File: src/rtl/fc3l_pkg.sv
// Shared definitions for the 3LFCC phase-shifted PWM modulator.
// Gate bit positions within one leg and the dead-time generator states.
package fc3l_pkg;

  localparam int S1    = 0;
  localparam int S1C   = 1;
  localparam int S2    = 2;
  localparam int S2C   = 3;
  localparam int LEG_W = 4;

  typedef enum logic [1:0] {
    DT_IDLE_OFF,
    DT_ON_MAIN,
    DT_ON_COMP,
    DT_DEAD
  } dt_state_t;

endpackage

File: src/rtl/fc3l_dead_time.sv
// Dead-time generator: one raw gate in, registered main/complement pair out.
// Ports: clk, rst_n (async low), en, raw -> main, comp.
module fc3l_dead_time
  import fc3l_pkg::*;
#(
  parameter int DEAD = 8
) (
  input  logic clk,
  input  logic rst_n,
  input  logic en,
  input  logic raw,
  output logic main,
  output logic comp
);

  localparam int DW = (DEAD > 0) ? $clog2(DEAD + 1) : 1;
  localparam logic [DW-1:0] LOAD = DW'(DEAD);
  localparam logic [DW-1:0] ONE  = DW'(1);

  dt_state_t state, state_n;
  dt_state_t go_state;
  logic [DW-1:0] dcnt, dcnt_n;
  logic tgt, tgt_n;

  // With no dead time a raw change switches sides directly.
  assign go_state = (DEAD == 0)
                  ? (raw ? DT_ON_MAIN : DT_ON_COMP)
                  : DT_DEAD;

  always_ff @(posedge clk or negedge rst_n) begin
    if (!rst_n) begin
      state <= DT_IDLE_OFF;
      dcnt  <= '0;
      tgt   <= 1'b0;
    end else begin
      state <= state_n;
      dcnt  <= dcnt_n;
      tgt   <= tgt_n;
    end
  end

  always_comb begin
    state_n = state;
    dcnt_n  = dcnt;
    tgt_n   = tgt;
    if (!en) begin
      state_n = DT_IDLE_OFF;
    end else begin
      unique case (state)
        DT_IDLE_OFF: begin
          state_n = go_state;
          dcnt_n  = LOAD;
          tgt_n   = raw;
        end
        DT_ON_MAIN: begin
          if (!raw) begin
            state_n = go_state;
            dcnt_n  = LOAD;
            tgt_n   = raw;
          end
        end
        DT_ON_COMP: begin
          if (raw) begin
            state_n = go_state;
            dcnt_n  = LOAD;
            tgt_n   = raw;
          end
        end
        DT_DEAD: begin
          // tgt is the side we are heading for; a raw
          // change restarts the full dead interval.
          if (raw != tgt) begin
            dcnt_n = LOAD;
            tgt_n  = raw;
          end else if (dcnt <= ONE) begin
            state_n = tgt ? DT_ON_MAIN : DT_ON_COMP;
          end else begin
            dcnt_n = dcnt - ONE;
          end
        end
      endcase
    end
  end

  always_comb begin
    main = (state == DT_ON_MAIN);
    comp = (state == DT_ON_COMP);
  end

endmodule

File: src/rtl/fc3l_pwm_modulator.sv
// Phase-shifted PWM for two interleaved 3-level flying-cap legs.
// Ports: clk_i, rst_ni, enable_i, duty0_i, duty1_i, duty_valid_i -> pwm_o[7:0], period_tick_o.
module fc3l_pwm_modulator
  import fc3l_pkg::*;
#(
  parameter int PERIOD = 270,
  parameter int CNT_W  = 9,
  parameter int DEAD   = 8
) (
  input  logic             clk_i,
  input  logic             rst_ni,
  input  logic             enable_i,
  input  logic [CNT_W-1:0] duty0_i,
  input  logic [CNT_W-1:0] duty1_i,
  input  logic             duty_valid_i,
  output logic [7:0]       pwm_o,
  output logic             period_tick_o
);

  localparam int XW = CNT_W + 1;
  localparam int Q  = PERIOD / 4;
  localparam int H  = PERIOD / 2;

  localparam logic [CNT_W-1:0] LAST = CNT_W'(PERIOD - 1);
  localparam logic [CNT_W-1:0] PMAX = CNT_W'(PERIOD);
  localparam logic [CNT_W-1:0] INC  = CNT_W'(1);
  localparam logic [XW-1:0]    PERX = XW'(PERIOD);

  logic [CNT_W-1:0] cnt;
  logic [CNT_W-1:0] sh0, sh1;
  logic [CNT_W-1:0] ac0, ac1;
  logic             wrap;
  logic [3:0]       raw, main, comp;

  function automatic logic [CNT_W-1:0] sat(
    input logic [CNT_W-1:0] d
  );
    return (d > PMAX) ? PMAX : d;
  endfunction

  assign wrap = enable_i && (cnt == LAST);

  always_ff @(posedge clk_i or negedge rst_ni) begin
    if (!rst_ni) begin
      cnt           <= '0;
      period_tick_o <= 1'b0;
    end else begin
      period_tick_o <= wrap;
      if (!enable_i || wrap) begin
        cnt <= '0;
      end else begin
        cnt <= cnt + INC;
      end
    end
  end

  // Shadow takes the command; active follows only at wrap
  // (or freely while stopped) so pulses are never cut short.
  always_ff @(posedge clk_i or negedge rst_ni) begin
    if (!rst_ni) begin
      sh0 <= '0;
      sh1 <= '0;
      ac0 <= '0;
      ac1 <= '0;
    end else begin
      if (duty_valid_i) begin
        sh0 <= sat(duty0_i);
        sh1 <= sat(duty1_i);
      end
      if (!enable_i || wrap) begin
        ac0 <= sh0;
        ac1 <= sh1;
      end
    end
  end

  // Cell c: leg c/2, S1 (c even) or S2 (c odd).
  for (genvar c = 0; c < 4; c++) begin : g_cell
    localparam int OFF = ((c % 2 == 1) ? H : 0)
                       + ((c / 2 == 1) ? Q : 0);
    localparam logic [XW-1:0] OFFX = XW'(OFF);

    logic [XW-1:0]    sum;
    logic [XW-1:0]    ph;
    logic [CNT_W-1:0] duty;

    assign duty = (c < 2) ? ac0 : ac1;
    assign sum  = {1'b0, cnt} + OFFX;
    assign ph   = (sum >= PERX) ? (sum - PERX) : sum;
    assign raw[c] = ph < {1'b0, duty};

    fc3l_dead_time #(
      .DEAD(DEAD)
    ) u_dt (
      .clk  (clk_i),
      .rst_n(rst_ni),
      .en   (enable_i),
      .raw  (raw[c]),
      .main (main[c]),
      .comp (comp[c])
    );
  end

  always_comb begin
    pwm_o = '0;
    for (int l = 0; l < 2; l++) begin
      pwm_o[l*LEG_W + S1]  = main[2*l];
      pwm_o[l*LEG_W + S1C] = comp[2*l];
      pwm_o[l*LEG_W + S2]  = main[2*l+1];
      pwm_o[l*LEG_W + S2C] = comp[2*l+1];
    end
  end

endmodule
File: config.mk
export PLATFORM = sky130hd
export DESIGN_NAME = fc3l_pwm_modulator
export DESIGN_NICKNAME = d
export VERILOG_FILES = /design/src/rtl/fc3l_pkg.sv /design/src/rtl/fc3l_dead_time.sv /design/src/rtl/fc3l_pwm_modulator.sv
export SDC_FILE = /design/constraint.sdc
export NUM_CORES = 1
export LEC_CHECK = 0
export CAP_MARGIN = 15
export CORE_AREA = 2 2 148 150
export DETAILED_ROUTE_END_ITERATION = 7
export DIE_AREA = 0 0 150 152
export PLACE_DENSITY = 0.41
export SLEW_MARGIN = 10
export SYNTH_ARGS = -nofsm -noshare
export SYNTH_HDL_FRONTEND = slang
export SYNTH_HIERARCHICAL = 1
export SYNTH_SLANG_ARGS = --single-unit
File: constraint.sdc
create_clock -name clk_i -period 6.82 [get_ports clk_i]
set_clock_uncertainty 0.1 [all_clocks]
set_input_delay 1.705 -clock clk_i [delete_from_list [all_inputs] [get_ports clk_i]]
set_output_delay 1.705 -clock clk_i [all_outputs]
set_load 0.02 [all_outputs]
; After elaboration in Yosys (flattened, before gate mapping)
; Cells that the tools add are included.
[totals]
regBits = 74
latch_bits = 0
mem_bits_rw = 0
mem_bits_ro = 0
inputBits = 22
output_inout_bits = 9
elab_cells = 183
memories = 0
[op_classes]
addsub = 12
multipliers = 0
n_div = 0
order_cmp = 14
n_eq_ne = 49
shift = 0
muxes = 71
bitwise_logic = 0
n_reduce_logical = 19
[ops]
columns = op, count
row1 = 2-to-1 mux 4 bit, 16
row2 = one-hot mux 4 bit (4 select lines), 4
row3 = 2-to-1 mux 2 bit, 24
row4 = AND reduction 4 bit, 12
row5 = < comparator 10 x 9 -> 1 bit, 4
row6 = 2-to-1 mux 10 bit, 4
row7 = "!= test 3 x 2 -> 1 bit, second input constant", 12
row8 = one-hot mux 2 bit (4 select lines), 4
row9 = "greater-or-equal comparator 10 x 9 -> 1 bit, second input constant", 3
row10 = "subtractor 10 x 9 -> 10 bit, second input constant", 3
row11 = 2-to-1 mux 9 bit, 3
row12 = "!= test 3 bit, second input constant", 8
row13 = "adder 9 x 8 -> 10 bit, second input constant", 2
row14 = "> comparator 9 bit, second input constant", 2
row15 = "== test 2 bit, second input constant", 8
row16 = "<= comparator 4 x 1 -> 1 bit, second input constant", 4
row17 = "!= test 2 x 1 -> 1 bit, second input constant", 8
row18 = one-hot mux 1 bit (4 select lines), 4
row19 = "subtractor 4 x 1 -> 4 bit, second input constant", 4
row20 = 2-to-1 mux 1 bit, 12
row21 = "adder 9 x 7 -> 10 bit, second input constant", 1
row22 = "subtractor 9 x 9 -> 10 bit, second input constant", 1
row23 = "adder 9 x 1 -> 9 bit, second input constant", 1
row24 = "== test 9 bit, second input constant", 1
row25 = other kinds (8), 20

; Depth between registers and ports, before layout
; Gate-level depths: netlist of the first run.
[logic_depth]
depth_word = 8
ltp_mapped = 21
mapped_depth_nobuf = 19

; Modules after synthesis
; Netlist of the first run, hierarchy kept.
[by_module_without_submodules]
columns = mod, instances, cells_each, area_each_um2, seq_area_each_um2
row1 = fc3l_pwm_modulator, 1, 479, 4092.7, 1151.1
row2 = fc3l_dead_time, 4, 60, 534.3, 175.2

; Least setup slack after synthesis of the first run
; No wires, ideal clock.
[synth_timing]
kind = flip-flop to flip-flop
from = reg cnt[1]
to = reg g_cell[2].u_dt.dcnt[0]
setup_time_ns = 0.118
t_arrival_ns = 4.777
required_time_ns = 6.602
setup_slack_ns = 1.825
path_stages_with_launch = 21
path_buffers = 2
period_less_slack_ns = 4.995
cell_sequence = dfrtp_1 -> clkbuf_1 -> inv_1 -> ha_1 -> nand3b_4 -> or3_1 -> or4_4 -> a311oi_4 -> o21ai_0 -> o21a_1 -> ha_1 -> a21o_1 -> a21o_1 -> a221oi_1 -> o221ai_1 -> a41oi_1 -> buf_6 -> mux2i_4 -> nand2_2 -> o21bai_1 -> a21o_1
[synth_between]
elab_chain_cells = 7
[synth_lines]
columns = item, line
row1 = start: declaration, fc3l_pwm_modulator.sv:29  ; logic [CNT_W-1:0] cnt;
row2 = start signal: assignment, fc3l_pwm_modulator.sv:52  ; cnt <= cnt + INC;
row3 = adder 9 x 7 -> 10 bit (*), fc3l_pwm_modulator.sv:88  ; assign sum = {1'b0, cnt} + OFFX;
row4 = subtractor 10 x 9 -> 10 bit / greater-or-equal comparator 10 x 9 -> 1 bit (equally long branches), fc3l_pwm_modulator.sv:89  ; assign ph = (sum >= PERX) ? (sum - PERX) : sum;
row5 = 2-to-1 mux 10 bit (*), fc3l_pwm_modulator.sv:89
row6 = < comparator 10 x 9 -> 1 bit (*), fc3l_pwm_modulator.sv:90  ; assign raw[c] = ph < {1'b0, duty};
row7 = named net raw[2], fc3l_pwm_modulator.sv:33  ; logic [3:0] raw, main, comp;
row8 = != test 1 bit, fc3l_dead_time.sv:72  ; if (raw != tgt) begin
row9 = != test 3 x 2 -> 1 bit (no line) / 2-to-1 mux 4 bit (equally long branches), -
row10 = AND reduction 4 bit (no line) / one-hot mux 4 bit (4 select lines) (equally long branches), -
row11 = end signal: assignment, fc3l_dead_time.sv:37  ; dcnt <= dcnt_n;
row12 = end: declaration, fc3l_dead_time.sv:22  ; logic [DW-1:0] dcnt, dcnt_n;
; Mark *: on every way through the listed nets, which the timed path passes. The rest lies on a longest branch.
; A chain may end at the register's enable or synchronous reset.

; Worst setup path in the final report of the first run
[layout_timing]
from = reg cnt[1]
to = reg g_cell[2].u_dt.dcnt[1]
; Same word-level chain as after synthesis.

==> qor.txt, run 1 <==
syn_area_per_cell - 8.66 µm²
die width - 150 µm
root buffer cell - clkbuf_16
vias in the first global route - 5129
Layout Area Growth over Synthesis - 13.3%
arrival time worst endpoint - 6.04 ns
Core Rows - 54
final instance area - 7060 µm²
CTS Buffer Depth - 2
worst-margin pin slew - 1.03 ns
syn_nets - 806
diode count - 0
crit path max fanout - 13
crit share post-route - 86.6%
Post-synth EDFFs - 0
Core Box Area - 21400 µm²
WL/cell - 14.8 µm
CTS resizes - 0
outcome - finished clean
Worst R2R Path Depth - 18
first-pass GRT wire length - 26000 µm
fin cells - 1021
DR vias/cell - 5.08
dpl cells - 1005
P_leak - 3.09 nW
Final Hold Viols - 0
clk sinks - 74
Primary FF master, synth - dfrtp_1
hold buffers post-CTS - 0
Initial Utilization - 29.2%
sequential cell area fraction in the yosys report - 29.7%
initial antenna violation count - 0
synthesized area - 6230 µm²
largest net degree at the start of global routing - 44
ys async rst share - 100%
fraction of layout cells with a size suffix above 1 - 8.23%
final slew viol count - 0
Die Y - 152 µm
Final HPWL DP - 11100 µm
Fin Setup TNS - 0 ns
GPL Wtd Cong - 0.847
Worst EP required - 6.95 ns
total number of vias - 5189
worst vdd rail ir drop - 0.102 mV
Clk Latency, worst-skew pair - 0.34 ns
Clock Pin Slew Worst Setup and Hold Paths - 0.06 ns
highest clock rate - 0.169 GHz
final WL - 15100 µm
Starting DRT DRC Count - 300
total grt overflow - 0
Placement Cell Area - 6760 µm²
Tightest Hold Check Type - register to register
post-synthesis cell type count - 65
# DRC - 0
setup violators final - 0
Post-Synthesis Cells - 719
Max-slew headroom - 31.3%
Synth Warn # - 6
Post-CTS Setup Inserts - 0
Worst Hold Depth - 2
DR pass1 iterations - 5
fin crit period - 5.91 ns
element type at the critical path start - register
max cap viols - 0
CTS H-tree depth - 3
critical path endpoint category - register
IO Port Bufs - 30
RSZ-0062 raised after global routing - no
PwrDens - 231 nW/µm²
final net count - 823
Die ar. - 22800 µm²
total CTS buffers - 9
I/O pins - 31
CTS tree - yes
Seq cells post-synth - 74
critical path type - register to register
Post-DRT Antenna Nets - 0
GR Util All Layers - 13.9%
-- power by group --
part           switching (mW)  internal, mW  total [mW]  leakage (nW)
Sequential             0.0796         0.507       0.587         0.933
Clock                   0.195         0.292       0.487         0.149
Combinational           0.316         0.240       0.556          2.01
-- area by class of cell --
cell class / instances / area (µm²)
repair buffers: 35 / 335
multi-input cells: 556 / 4000
flip-flops and latches: 74 / 1850
inverters: 60 / 225
well taps: 280 / 350
fillers: 2270 / 14300
clock inverters: 5 / 53.8
clock buffers: 11 / 243
-- routing by layer --
layer	vias up	wire length (µm)	track usage [%]
met5	-	0	0
met4	0	119	2.88
met3	10	431	2.64
met2	73	6960	22.4
met1	2498	7550	19.4
li1	2608	-	-
-- cells by family (layout without fill, tap and decap cells) --
group | Yosys count | count (layout) | synth area share (%)
AOI/OAI and AO/OA | 202 | 202 | 22.2
xor gates and xnor gates | 44 | 44 | 6.19
adders and majority gates | 65 | 65 | 13.1
buffers and inverters | 89 | 111 | 6.09
DFF | 74 | 74 | 29.7
muxes | 16 | 16 | 3.56
and+or+nand+nor | 229 | 229 | 19.2
-- worst max-delay path, stage by stage, from the launching register on --
cell	delay, ns
dfrtp_1	0.62
inv_1	0.27
ha_1	0.28
nand3b_4	0.19
or3_1	0.43
or4_4	0.45
a311oi_4	0.37
o21ai_0	0.15
o21a_1	0.21
ha_1	0.28
a21o_1	0.18
a21o_1	0.17
a221oi_1	0.25
o221ai_1	0.19
a41oi_1	0.72
mux2i_4	0.36
nand2_2	0.14
o21bai_1	0.21
a21o_1	0.20
-- synth_stat cells (4+ instances only) --
library cell	n	area share (%)
o22a_1	6	0.84
and2b_2	4	0.56
nor2b_1	6	0.60
a21oi_1	26	2.1
clkbuf_1	13	0.78
nand2b_1	5	0.50
o21bai_1	10	1.2
nand4_1	8	0.80
o41ai_1	4	0.56
buf_6	4	0.72
a21o_1	26	3.1
o21a_1	13	1.6
o31ai_1	4	0.48
nand3_1	20	1.6
o21ai_0	57	4.6
a211oi_1	4	0.48
a31oi_1	14	1.4
or2_2	6	0.60
nand3b_1	9	1.1
nor4_2	5	1.0
o211ai_1	7	0.84
nand2_1	61	3.7
mux2_2	8	1.4
inv_1	58	3.5
nor3_1	18	1.4
mux2i_4	4	1.4
xnor2_1	37	5.2
xor2_1	7	0.98
and3_1	9	0.90
nand2_2	4	0.40
nor4_1	19	1.9
nor2_1	46	2.8
buf_2	12	0.96
ha_1	65	13
dfrtp_1	74	30
-- worst paths after layout --
path | slack [ns] | from | end
max | 0.91 | cnt[1]$_DFF_PN0_ | g_cell[2].u_dt/dcnt[1]$_DFFE_PN0P_
min | 0.39 | sh1[2]$_DFFE_PN0P_ | ac1[2]$_DFFE_PN0N_
max reg2reg | 0.91 | cnt[1]$_DFF_PN0_ | g_cell[2].u_dt/dcnt[1]$_DFFE_PN0P_
min reg2reg | 0.39 | sh1[2]$_DFFE_PN0P_ | ac1[2]$_DFFE_PN0N_
max in group asynchronous | 4.47 | rst_ni | ac1[2]$_DFFE_PN0N_
min in group asynchronous | 1.21 | rst_ni | g_cell[1].u_dt/dcnt[2]$_DFFE_PN0P_
-- flip-flops by register name, summed over array words and instances (netlist names) --
register	cells
g_cell.u_dt/dcnt	16
g_cell.u_dt/state	8
ac1	9
period_tick_o	1
g_cell.u_dt/tgt	4
sh0	9
sh1	9
ac0	9
cnt	9
-- layout by cell type (no fill, tap or decap), types with 4 or more instances in the layout --
cell             instances
nand2_1                 61
o31ai_1                  4
a31oi_1                 14
nor2b_1                  6
or2_2                    6
a21o_1                  26
nor4_2                   5
clkbuf_16                9
buf_4                    6
o21ai_0                 57
nor3_1                  18
nand4_1                  8
nand3b_1                 9
a21oi_1                 26
xnor2_1                 37
o41ai_1                  4
clkdlybuf4s50_1         29
mux2i_4                  4
ha_1                    65
a211oi_1                 4
nand2_2                  4
nand3_1                 20
o211ai_1                 7
o21bai_1                10
nor2_1                  46
and3_1                   9
o21a_1                  13
nand2b_1                 5
dfrtp_1                 74
inv_1                   58
mux2_2                   8
and2b_2                  4
xor2_1                   7
nor4_1                  19
o22a_1                   6
-- stage by stage --
stage	total power [mW]	utilization [%]	hold WS [ns]	worst slack, ns
floorplan	1.01	-	0.346	1.82
global placement	1.14	31.7	0.371	1.15
detailed placement	1.15	31.7	0.375	0.958
CTS	1.65	33.1	0.391	0.952
global route	1.76	33.1	0.409	0.440
finish	1.63	33.1	0.386	0.912
(Power assumes the default switching activity.)
==> run 2, diff against run 1 <==
==> constraint.sdc (replaced) <==
create_clock -name clk_i -period 6.82 [get_ports clk_i]
set_clock_uncertainty 0.1 [all_clocks]
set_input_delay 0.682 -clock clk_i [delete_from_list [all_inputs] [get_ports clk_i]]
set_output_delay 0.682 -clock clk_i [all_outputs]
set_load 0.02 [all_outputs]
==> results of run 2 <==
Same layout as run 1 (identical final DEF). Status: finished clean.
Main changes from that run: hold slack 0.386 ns -> 0.192 ns
==> run 3, diff against run 2 <==
Settings changed: GPL_ROUTABILITY_DRIVEN from default to 0, SLEW_MARGIN 10 to default.
==> results of run 3 <==
Same layout as run 1 (identical final DEF). Status: finished clean.
Main changes from that run: hold slack 0.386 ns -> 0.192 ns
